File: config.mk
export PLATFORM = sky130hd
export DESIGN_NAME = io_port_ctrl_flat
export DESIGN_NICKNAME = d
export VERILOG_FILES = /design/src/rtl/io_port_ctrl_pkg.sv /design/src/rtl/io_port_ctrl_if.sv /design/src/rtl/io_port_ctrl_drv.sv /design/src/rtl/io_port_ctrl.sv /design/src/flat_wrapper.sv
export SDC_FILE = /design/constraint.sdc
export NUM_CORES = 1
export LEC_CHECK = 0
export ABC_AREA = 1
export CAP_MARGIN = 20
export CORE_ASPECT_RATIO = 1.25
export CORE_MARGIN = 2
export CORE_UTILIZATION = 30
export DETAILED_ROUTE_END_ITERATION = 10
export PLACE_DENSITY = 0.67
export SKIP_LAST_GASP = 1
export SLEW_MARGIN = 20
export SYNTH_ARGS = -nofsm -noshare
export SYNTH_HDL_FRONTEND = slang
export SYNTH_SLANG_ARGS = --single-unit
File: constraint.sdc
create_clock -name clk -period 2.9 [get_ports clk]
set_input_delay 0.725 -clock clk [delete_from_list [all_inputs] [get_ports clk]]
set_output_delay 0.725 -clock clk [all_outputs]
set_load 0.005 [all_outputs]
File: src/rtl/io_port_ctrl_pkg.sv
// ---------------------------------------------------------------------------
// io_port_ctrl_pkg
//   Shared definitions for the multiplexed I/O port controller:
//   FSM state encodings, ioaddr field positions, port/channel counts and
//   the decoded-request struct used when a CPU request is accepted.
// ---------------------------------------------------------------------------
package io_port_ctrl_pkg;

   localparam int NUM_PORTS = 2;
   localparam int NUM_CHANS = 8;
   localparam int CHAN_W    = 3;
   localparam int DATA_W    = 8;
   localparam int ADDR_W    = 4;
   localparam int CNT_W     = 4;   // holds SETTLE_CYCLES (1..15)

   // ioaddr fields
   localparam int ADDR_PORT_BIT = 3;
   localparam int ADDR_CHAN_MSB = 2;
   localparam int ADDR_CHAN_LSB = 0;

   typedef enum logic [1:0] {
      ST_IDLE   = 2'd0,
      ST_SETUP  = 2'd1,
      ST_ACCESS = 2'd2,
      ST_DONE   = 2'd3
   } state_t;

   typedef struct packed {
      logic              we;
      logic              port;
      logic [CHAN_W-1:0] chan;
      logic [DATA_W-1:0] wdata;
   } io_req_t;

   function automatic io_req_t decode_req(input logic              we,
                                          input logic [ADDR_W-1:0] ioaddr,
                                          input logic [DATA_W-1:0] wdata);
      io_req_t r;
      r.we    = we;
      r.port  = ioaddr[ADDR_PORT_BIT];
      r.chan  = ioaddr[ADDR_CHAN_MSB:ADDR_CHAN_LSB];
      r.wdata = wdata;
      return r;
   endfunction

endpackage

File: src/rtl/io_port_ctrl_if.sv
// ---------------------------------------------------------------------------
// io_port_ctrl_if
//   CPU-side request/acknowledge bus of the I/O port controller.
//   master : CPU I/O decode (drives req/we/ioaddr/wdata)
//   slave  : io_port_ctrl   (drives rdata/ack/busy)
// ---------------------------------------------------------------------------
interface io_port_ctrl_if;
   import io_port_ctrl_pkg::*;

   logic              req;
   logic              we;
   logic [ADDR_W-1:0] ioaddr;
   logic [DATA_W-1:0] wdata;
   logic [DATA_W-1:0] rdata;
   logic              ack;
   logic              busy;

   modport master (output req, we, ioaddr, wdata,
                   input  rdata, ack, busy);
   modport slave  (input  req, we, ioaddr, wdata,
                   output rdata, ack, busy);

endinterface

File: src/rtl/io_port_ctrl_drv.sv
// ---------------------------------------------------------------------------
// io_port_drv
//   Per-port pad driver registers: channel select, output enable, output
//   data and the one-cycle latch strobe.
//   i_load   : accept a request for this port (sel <= chan; on write also
//              oe <= 1 and out <= wdata)
//   i_we     : request direction, qualifies i_load
//   i_chan   : channel to select
//   i_wdata  : write byte
//   i_stb    : pulse the latch strobe next cycle
//   i_oe_clr : release the pad output enable
//   o_sel/o_oe/o_out/o_stb : registered pad-side outputs
// ---------------------------------------------------------------------------
module io_port_drv
   import io_port_ctrl_pkg::*;
(
   input  logic              clk,
   input  logic              rst,
   input  logic              i_load,
   input  logic              i_we,
   input  logic [CHAN_W-1:0] i_chan,
   input  logic [DATA_W-1:0] i_wdata,
   input  logic              i_stb,
   input  logic              i_oe_clr,
   output logic [CHAN_W-1:0] o_sel,
   output logic              o_oe,
   output logic [DATA_W-1:0] o_out,
   output logic              o_stb
);

   logic [CHAN_W-1:0] r_sel;
   logic              r_oe;
   logic [DATA_W-1:0] r_out;
   logic              r_stb;

   // sel and out are only ever loaded, never cleared, so they hold across
   // idle periods and reads (no glitching on the mux between transactions).
   always_ff @(posedge clk or posedge rst) begin
      if (rst) begin
         r_sel <= '0;
         r_oe  <= 1'b0;
         r_out <= '0;
         r_stb <= 1'b0;
      end else begin
         r_stb <= i_stb;
         if (i_load) begin
            r_sel <= i_chan;
            if (i_we) begin
               r_oe  <= 1'b1;
               r_out <= i_wdata;
            end
         end else if (i_oe_clr) begin
            r_oe <= 1'b0;
         end
      end
   end

   assign o_sel = r_sel;
   assign o_oe  = r_oe;
   assign o_out = r_out;
   assign o_stb = r_stb;

endmodule

File: src/rtl/io_port_ctrl.sv
// ---------------------------------------------------------------------------
// io_port_ctrl
//   Sequencer for the 2-port x 8-channel multiplexed I/O block. Accepts a
//   single-byte read/write on io_bus, drives the channel mux select, waits
//   SETTLE_CYCLES, then strobes write data into the channel latch or samples
//   the input pins, and pulses ack.
//   clk, rst         : clock, async active-high reset
//   io_bus (slave)   : req/we/ioaddr/wdata in, rdata/ack/busy out
//   o_portN_sel      : channel mux select
//   o_portN_oe       : pad output enable
//   o_portN_out      : pad output data
//   o_portN_stb      : channel latch write strobe
//   i_portN_in       : pad input data
// ---------------------------------------------------------------------------
module io_port_ctrl
   import io_port_ctrl_pkg::*;
#(
   parameter int SETTLE_CYCLES = 2
)(
   input  logic              clk,
   input  logic              rst,
   io_port_ctrl_if.slave     io_bus,
   output logic [CHAN_W-1:0] o_port0_sel,
   output logic [CHAN_W-1:0] o_port1_sel,
   output logic              o_port0_oe,
   output logic              o_port1_oe,
   output logic [DATA_W-1:0] o_port0_out,
   output logic [DATA_W-1:0] o_port1_out,
   output logic              o_port0_stb,
   output logic              o_port1_stb,
   input  logic [DATA_W-1:0] i_port0_in,
   input  logic [DATA_W-1:0] i_port1_in
);

   localparam logic [CNT_W-1:0] SETTLE_LD = CNT_W'(SETTLE_CYCLES);

   state_t            r_state, w_nxt;
   logic              r_we;        // latched direction
   logic              r_port;      // latched port
   logic [CNT_W-1:0]  r_cnt;
   logic [DATA_W-1:0] r_rdata;
   logic              r_ack;
   logic              r_busy;

   io_req_t           w_new;
   logic              w_accept;
   logic              w_stb_go;
   logic              w_access;

   logic [NUM_PORTS-1:0][CHAN_W-1:0] w_sel;
   logic [NUM_PORTS-1:0]             w_oe;
   logic [NUM_PORTS-1:0][DATA_W-1:0] w_out;
   logic [NUM_PORTS-1:0]             w_stb;

   assign w_new = decode_req(io_bus.we, io_bus.ioaddr, io_bus.wdata);

   // --- FSM ---------------------------------------------------------------
   always_ff @(posedge clk or posedge rst) begin
      if (rst) r_state <= ST_IDLE;
      else     r_state <= w_nxt;
   end

   always_comb begin
      w_nxt    = r_state;
      w_accept = 1'b0;
      w_stb_go = 1'b0;
      w_access = 1'b0;
      case (r_state)
         ST_IDLE: begin
            if (io_bus.req) begin
               w_accept = 1'b1;
               w_nxt    = ST_SETUP;
            end
         end
         ST_SETUP: begin
            if (r_cnt == 4'd1) begin
               w_nxt    = ST_ACCESS;
               // strobe register is loaded here so it is high exactly
               // during the ACCESS cycle
               w_stb_go = r_we;
            end
         end
         ST_ACCESS: begin
            w_access = 1'b1;
            w_nxt    = ST_DONE;
         end
         ST_DONE: w_nxt = ST_IDLE;
         default: w_nxt = ST_IDLE;
      endcase
   end

   // --- request latch, settle counter, rdata, status ------------------------
   // Channel and write byte are captured directly into the port driver's
   // sel/out registers at acceptance; only direction and port are kept here.
   always_ff @(posedge clk or posedge rst) begin
      if (rst) begin
         r_we    <= 1'b0;
         r_port  <= 1'b0;
         r_cnt   <= '0;
         r_rdata <= '0;
         r_ack   <= 1'b0;
         r_busy  <= 1'b0;
      end else begin
         if (w_accept) begin
            r_we   <= w_new.we;
            r_port <= w_new.port;
            r_cnt  <= SETTLE_LD;
         end else if (r_state == ST_SETUP && r_cnt != 4'd1) begin
            r_cnt <= r_cnt - 4'd1;
         end
         if (w_access && !r_we)
            r_rdata <= r_port ? i_port1_in : i_port0_in;
         r_ack  <= (w_nxt == ST_DONE);
         r_busy <= (w_nxt != ST_IDLE);
      end
   end

   // --- per-port drivers ------------------------------------------------------
   for (genvar g = 0; g < NUM_PORTS; g++) begin : g_port
      io_port_drv u_drv (
         .clk      (clk),
         .rst      (rst),
         .i_load   (w_accept && (w_new.port == 1'(g))),
         .i_we     (w_new.we),
         .i_chan   (w_new.chan),
         .i_wdata  (w_new.wdata),
         .i_stb    (w_stb_go && (r_port == 1'(g))),
         .i_oe_clr (w_access && (r_port == 1'(g))),
         .o_sel    (w_sel[g]),
         .o_oe     (w_oe[g]),
         .o_out    (w_out[g]),
         .o_stb    (w_stb[g])
      );
   end

   assign o_port0_sel  = w_sel[0];
   assign o_port1_sel  = w_sel[1];
   assign o_port0_oe   = w_oe[0];
   assign o_port1_oe   = w_oe[1];
   assign o_port0_out  = w_out[0];
   assign o_port1_out  = w_out[1];
   assign o_port0_stb  = w_stb[0];
   assign o_port1_stb  = w_stb[1];

   assign io_bus.rdata = r_rdata;
   assign io_bus.ack   = r_ack;
   assign io_bus.busy  = r_busy;

endmodule

File: src/flat_wrapper.sv
// flat-port wrapper written by rule: the top's interface ports become plain ports
module io_port_ctrl_flat import io_port_ctrl_pkg::*;
#(
   parameter int SETTLE_CYCLES = 2
)
  (clk, rst, o_port0_sel, o_port1_sel, o_port0_oe, o_port1_oe, o_port0_out, o_port1_out, o_port0_stb, o_port1_stb, i_port0_in, i_port1_in, io_bus_req, io_bus_we, io_bus_ioaddr, io_bus_wdata, io_bus_rdata, io_bus_ack, io_bus_busy);
  io_port_ctrl_if io_bus_i ();
  input  logic clk;
  input  logic rst;
  output logic [CHAN_W-1:0] o_port0_sel;
  output logic [CHAN_W-1:0] o_port1_sel;
  output logic o_port0_oe;
  output logic o_port1_oe;
  output logic [DATA_W-1:0] o_port0_out;
  output logic [DATA_W-1:0] o_port1_out;
  output logic o_port0_stb;
  output logic o_port1_stb;
  input  logic [DATA_W-1:0] i_port0_in;
  input  logic [DATA_W-1:0] i_port1_in;
  input wire logic [$bits(io_bus_i.req)-1:0] io_bus_req;
  input wire logic [$bits(io_bus_i.we)-1:0] io_bus_we;
  input wire logic [$bits(io_bus_i.ioaddr)-1:0] io_bus_ioaddr;
  input wire logic [$bits(io_bus_i.wdata)-1:0] io_bus_wdata;
  output wire logic [$bits(io_bus_i.rdata)-1:0] io_bus_rdata;
  output wire logic [$bits(io_bus_i.ack)-1:0] io_bus_ack;
  output wire logic [$bits(io_bus_i.busy)-1:0] io_bus_busy;
  assign io_bus_i.req = io_bus_req;
  assign io_bus_i.we = io_bus_we;
  assign io_bus_i.ioaddr = io_bus_ioaddr;
  assign io_bus_i.wdata = io_bus_wdata;
  assign io_bus_rdata = io_bus_i.rdata;
  assign io_bus_ack = io_bus_i.ack;
  assign io_bus_busy = io_bus_i.busy;
  io_port_ctrl #(.SETTLE_CYCLES(SETTLE_CYCLES)) u_core (.clk(clk), .rst(rst), .io_bus(io_bus_i), .o_port0_sel(o_port0_sel), .o_port1_sel(o_port1_sel), .o_port0_oe(o_port0_oe), .o_port1_oe(o_port1_oe), .o_port0_out(o_port0_out), .o_port1_out(o_port1_out), .o_port0_stb(o_port0_stb), .o_port1_stb(o_port1_stb), .i_port0_in(i_port0_in), .i_port1_in(i_port1_in));
endmodule
# Word-level counts from Yosys, hierarchy flattened
# Index checks and enable logic that the tools add are counted.
# totals
ff_bits	44
inputBits	32
word_cells	60
output_inout_bits	36
# classes
n_bitwise	2
eq_ne	8
addsub	1
n_mux	16
reduce_logical	18
# op_table
op	count
1-bit 2-to-1 mux	10
1-bit logical AND	8
4-bit 2-to-1 mux	2
8-bit 2-to-1 mux	1
2-bit case mux with 4 select lines	1
2-bit AND reduction	4
2-bit nonzero test	4
2-bit == test (second input constant)	3
4-bit by 1-bit == test with 1-bit output (second input constant)	1
2-bit 2-to-1 mux	2
2-bit != test (second input constant)	2
4-bit by 1-bit != test with 1-bit output (second input constant)	1
4-bit by 1-bit subtractor with 4-bit output (second input constant)	1
2-bit by 1-bit == test with 1-bit output (second input constant)	1
2-bit zero test	1
1-bit inverter	2
1-bit zero test	1

# Longest topological paths before layout
# logic_depth
depth_word	5
mapped_depth	8

# Hierarchy
# From an unflattened synthesis, not the netlist that was laid out.
# hier_totals
hier_cells	214
area_unflattened_um2	1941.9
# by_module_without_submodules
mod	area_each_um2	n_inst	cells_per_inst	seq_area_each_um2
io_port_drv	506.7	2	54	325.3
io_port_ctrl	928.4	1	106	450.4

# Least setup slack after synthesis
# OpenSTA, ideal clock, no wires.
# synth_path
path_kind	input to register
startpoint	input port io_bus_req
endpoint	register u_core.g_port[1].u_drv.r_out[6]
t_required_ps	2782
stages	6
n_path_buf	1
arrival_ps	1229
path_slack_ps	1552
cell_sequence	nand2_4 inv_4 nand3_4 buf_6 nand2_1 o21ai_2
# synth_between
elab_chain_cells	4
# synth_lines
item	line_no	rtl
start: declaration	flat_wrapper.sv:20	input wire logic [$bits(io_bus_i.req)-1:0] io_bus_req;
1-bit 2-to-1 mux	io_port_ctrl.sv:70	if (io_bus.req) begin
1-bit 2-to-1 mux	io_port_ctrl.sv:68	case (r_state)
1-bit logical AND	io_port_ctrl.sv:123	.i_load (w_accept && (w_new.port == 1'(g))),
2-bit AND reduction (no source line)	n/a	
end signal: assignment	io_port_ctrl_drv.sv:50	r_out <= i_wdata;
end: declaration	io_port_ctrl_drv.sv:33	logic [DATA_W-1:0] r_out;
# Every way passes these cells.
# A chain may end at the register's enable or synchronous reset.

# Worst setup path in the final report
# layout_path
startpoint	register u_core.g_port[0].u_drv.r_out[3]
endpoint	output port o_port0_out[3]
# layout_rtl
item	line_no	rtl
start: declaration	io_port_ctrl_drv.sv:33	
start signal: assignment	io_port_ctrl_drv.sv:50	
end: declaration	flat_wrapper.sv:14	output logic [DATA_W-1:0] o_port0_out;
# No word-level cell between the ends.

==> qor.yml <==
placed_design:
  port_buffers: 67
  dpl.hpwl_mm: 2.999
  routabilityCongestion: 0.7363
  postPlaceCellArea_sq_um: 2656
  pre_cts_ws_ns: 0.8545
  post-place-cells: 343
clock_network:
  cts_resized: 0
  clkTransAtPathRegs_ns: 0.08
  postCtsSetupRepairBufs: 0
  htreeDepth: 2
  insertion_delay_ns: 0.29
  cts_tree: "done"
  numClockSinks: 44
  holdBufCountCts: 0
  numCtsBuffers: 5
  clk_path_buf_depth: 2
  cts_root_buf: "clkbuf_8"
timing:
  rsz0062_at_grt: "false"
  fmax_mhz: 527.6
  setup_viol: 0
  slew_headroom_pct: 61.96
  worst_slack_ns: 1.004
  holdWs_ns: 0.4920
  finClkSkew_ns: 0.007117
  fin_setup_tns_ns: 0
  finalHoldViolCount: 0
  finalMaxSlewViolations: 0
  period_share_pct: 65.36
  worst_pin_slew_ns: 0.5706
  min_period_ns: 1.896
pwr:
  p_total_mw: 2.656
  power_per_cell_area_nw_per_um2: 964.1
  ir_worst_vdd_v: 0.0004066
  power.leakage_nw: 1.259
die:
  die_area_sq_um: 7044
  num_io_pins: 68
  start_util_pct: 31.07
  rows: 32
  die_w_um: 75.47
  die_y_um: 93.34
  core_sq_um: 6166
synthesis:
  synth_common_cells: "dfrtp_1 (44), nand2_1 (41), inv_1 (23)"
  synth_cells: 195
  synth_edf_count: 0
  ys_seq_elements: 44
  syn_nets: 229
  yosysTopAreaCell: "dfrtp_1"
  yosysMostFrequentCell: "dfrtp_1"
  yosys-top-cells-area: "dfrtp_1 (57%), nand2_1 (8.0%), o21ai_2 (7.3%)"
  synth_top_area_share_pct: 57.48
  ys.flop_type: "dfrtp_1"
  yosysWarnings: 0
  avgSynthCellArea_sq_um: 9.824
  async_flop_share_pct: 100.0
  synth_area_sq_um: 1916
  synth_cell_types: 21
  synth.yosys.seq_area_share_pct: 57.48
cells_and_area:
  final_cells: 349
  diodes: 0
  areaGrowthSynthToFinish_pct: 43.83
  drive_gt1_share_pct: 12.50
  fin_nets: 299
  utilization_pct: 44.68
  fillers: 622
  stdcell_area_sq_um: 2755
route:
  drtAntennaViolNets: 0
  wirelength_mm: 4.136
  dr.first_iter.drc_count: 87
  avgRoutedWirePerCell_um: 11.85
  vias: 1548
  post-route-drc-count: 0
  drt_pass1_iterations: 6
  viasPerCell: 4.436
setup_path:
  critical_path_required_ns: 2.17
  criticalPathCategory: "register to primary output"
  crit_family: "buffers and inverters"
  path_cells: "clkdlybuf4s50_1"
  crit_cells: 1
  regToRegStartpoint: "u_core.r_port$_DFFE_PP0N_"
  critical_path_arrival_ns: 1.17
  critPathLaunch: "u_core.g_port[0].u_drv.o_out[3]$_DFFE_PP0P_"
  endpoint_kind: "primary output"
  reg2reg_depth: 4
  crit_fanout: 2
  critPathSlowestCell: "clkdlybuf4s50_1"
  cp-start-kind: "register"
  max_stage_delay_ns: 0.51
  cp_num_buf_inv: 1
grt:
  overflow: 0
  antenna_found_initial: 0
  grt_pass1_wl_mm: 6.513
  grt_max_degree: 45
  grt_pass1_vias: 1440
  grt_use_total_pct: 12.25
worst_hold_path:
  hp-class: "register to register"
  hold_path_startpoint: "u_core.g_port[0].u_drv.o_sel[1]$_DFFE_PP0P_"
  hold_path_depth: 2
outcome:
  status: "finished, final reports clean"
job:
  maxCapViolCount: 0
[sequential cells by signal (all words and copies together) (netlist names)]
register / count
u_core.g_port.u_drv.o_oe: 2
u_core.g_port.u_drv.o_out: 16
u_core.g_port.u_drv.o_sel: 6
u_core.g_port.u_drv.o_stb: 2
u_core.io_bus.ack: 1
u_core.io_bus.busy: 1
u_core.io_bus.rdata: 8
u_core.r_cnt: 4
u_core.r_port: 1
u_core.r_state: 2
u_core.r_we: 1
[cells in the final DEF (no fill, tap or decap), types with 2 or more instances in the layout]
cell / n
clkbuf_8: 5
clkdlybuf4s50_1: 67
dfrtp_1: 44
ha_1: 2
inv_1: 22
nand2_1: 41
nand2_4: 2
nand3_1: 2
nand4_1: 2
nor2_1: 18
nor2_4: 2
nor4_1: 2
o21a_1: 8
o21ai_0: 22
o21ai_2: 16
[power by group]
group	internal, mW	total, mW	leakage (nW)	switching (mW)
clock network	0.247	0.438	0.0501	0.191
registers	0.892	1.08	0.540	0.185
logic	0.647	1.14	0.669	0.494
total	1.79	2.66	1.26	0.871
[cell type report]
type | count | area [sq um] | share of cell area [%]
sequential | 44 | 1101 | 39.96
tap | 85 | 106.4 | 3.860
timing repair buffer | 68 | 678.2 | 24.61
multi-input combinational | 122 | 678.2 | 24.61
clock buffer | 5 | 68.82 | 2.498
clock inverter | 1 | 30.03 | 1.090
inverter | 24 | 92.59 | 3.361
[layer usage]
metal | up-vias | wire [um] | global-route usage (%)
met2 | 53 | 2068 | 21.16
li1 | 760 | - | -
met4 | 0 | 57 | 3.947
met5 | - | 0 | 0
met1 | 730 | 1716 | 14.03
met3 | 5 | 293 | 3.879
[final timing paths]
kind / slack, ns / end
setup / recovery: 1.00 / o_port0_out[3]
hold / removal: 0.49 / u_core.g_port[0].u_drv.o_sel[1]$_DFFE_PP0P_
setup reg to reg: 1.54 / u_core.io_bus.rdata[0]$_DFFE_PP0P_
hold reg to reg: 0.49 / u_core.g_port[0].u_drv.o_sel[1]$_DFFE_PP0P_
max in group asynchronous: 1.62 / u_core.g_port[0].u_drv.o_oe$_DFFE_PP0P_
min in group asynchronous: 0.87 / u_core.r_cnt[0]$_DFFE_PP0P_
[kinds of logic (layout without fill, tap and decap cells)]
group                    count (synthesis)  after routing  share of synthesized area (%)
AND/OR/NAND/NOR                         73             73                          17.64
flip-flops                              44             44                          57.48
adder cells (fa/ha/maj)                  2              2                          1.306
AO/OA/AOI/OAI                           47             47                          16.46
buffers and inverters                   29             98                          7.119
Power figures use the tool's default switching activity.
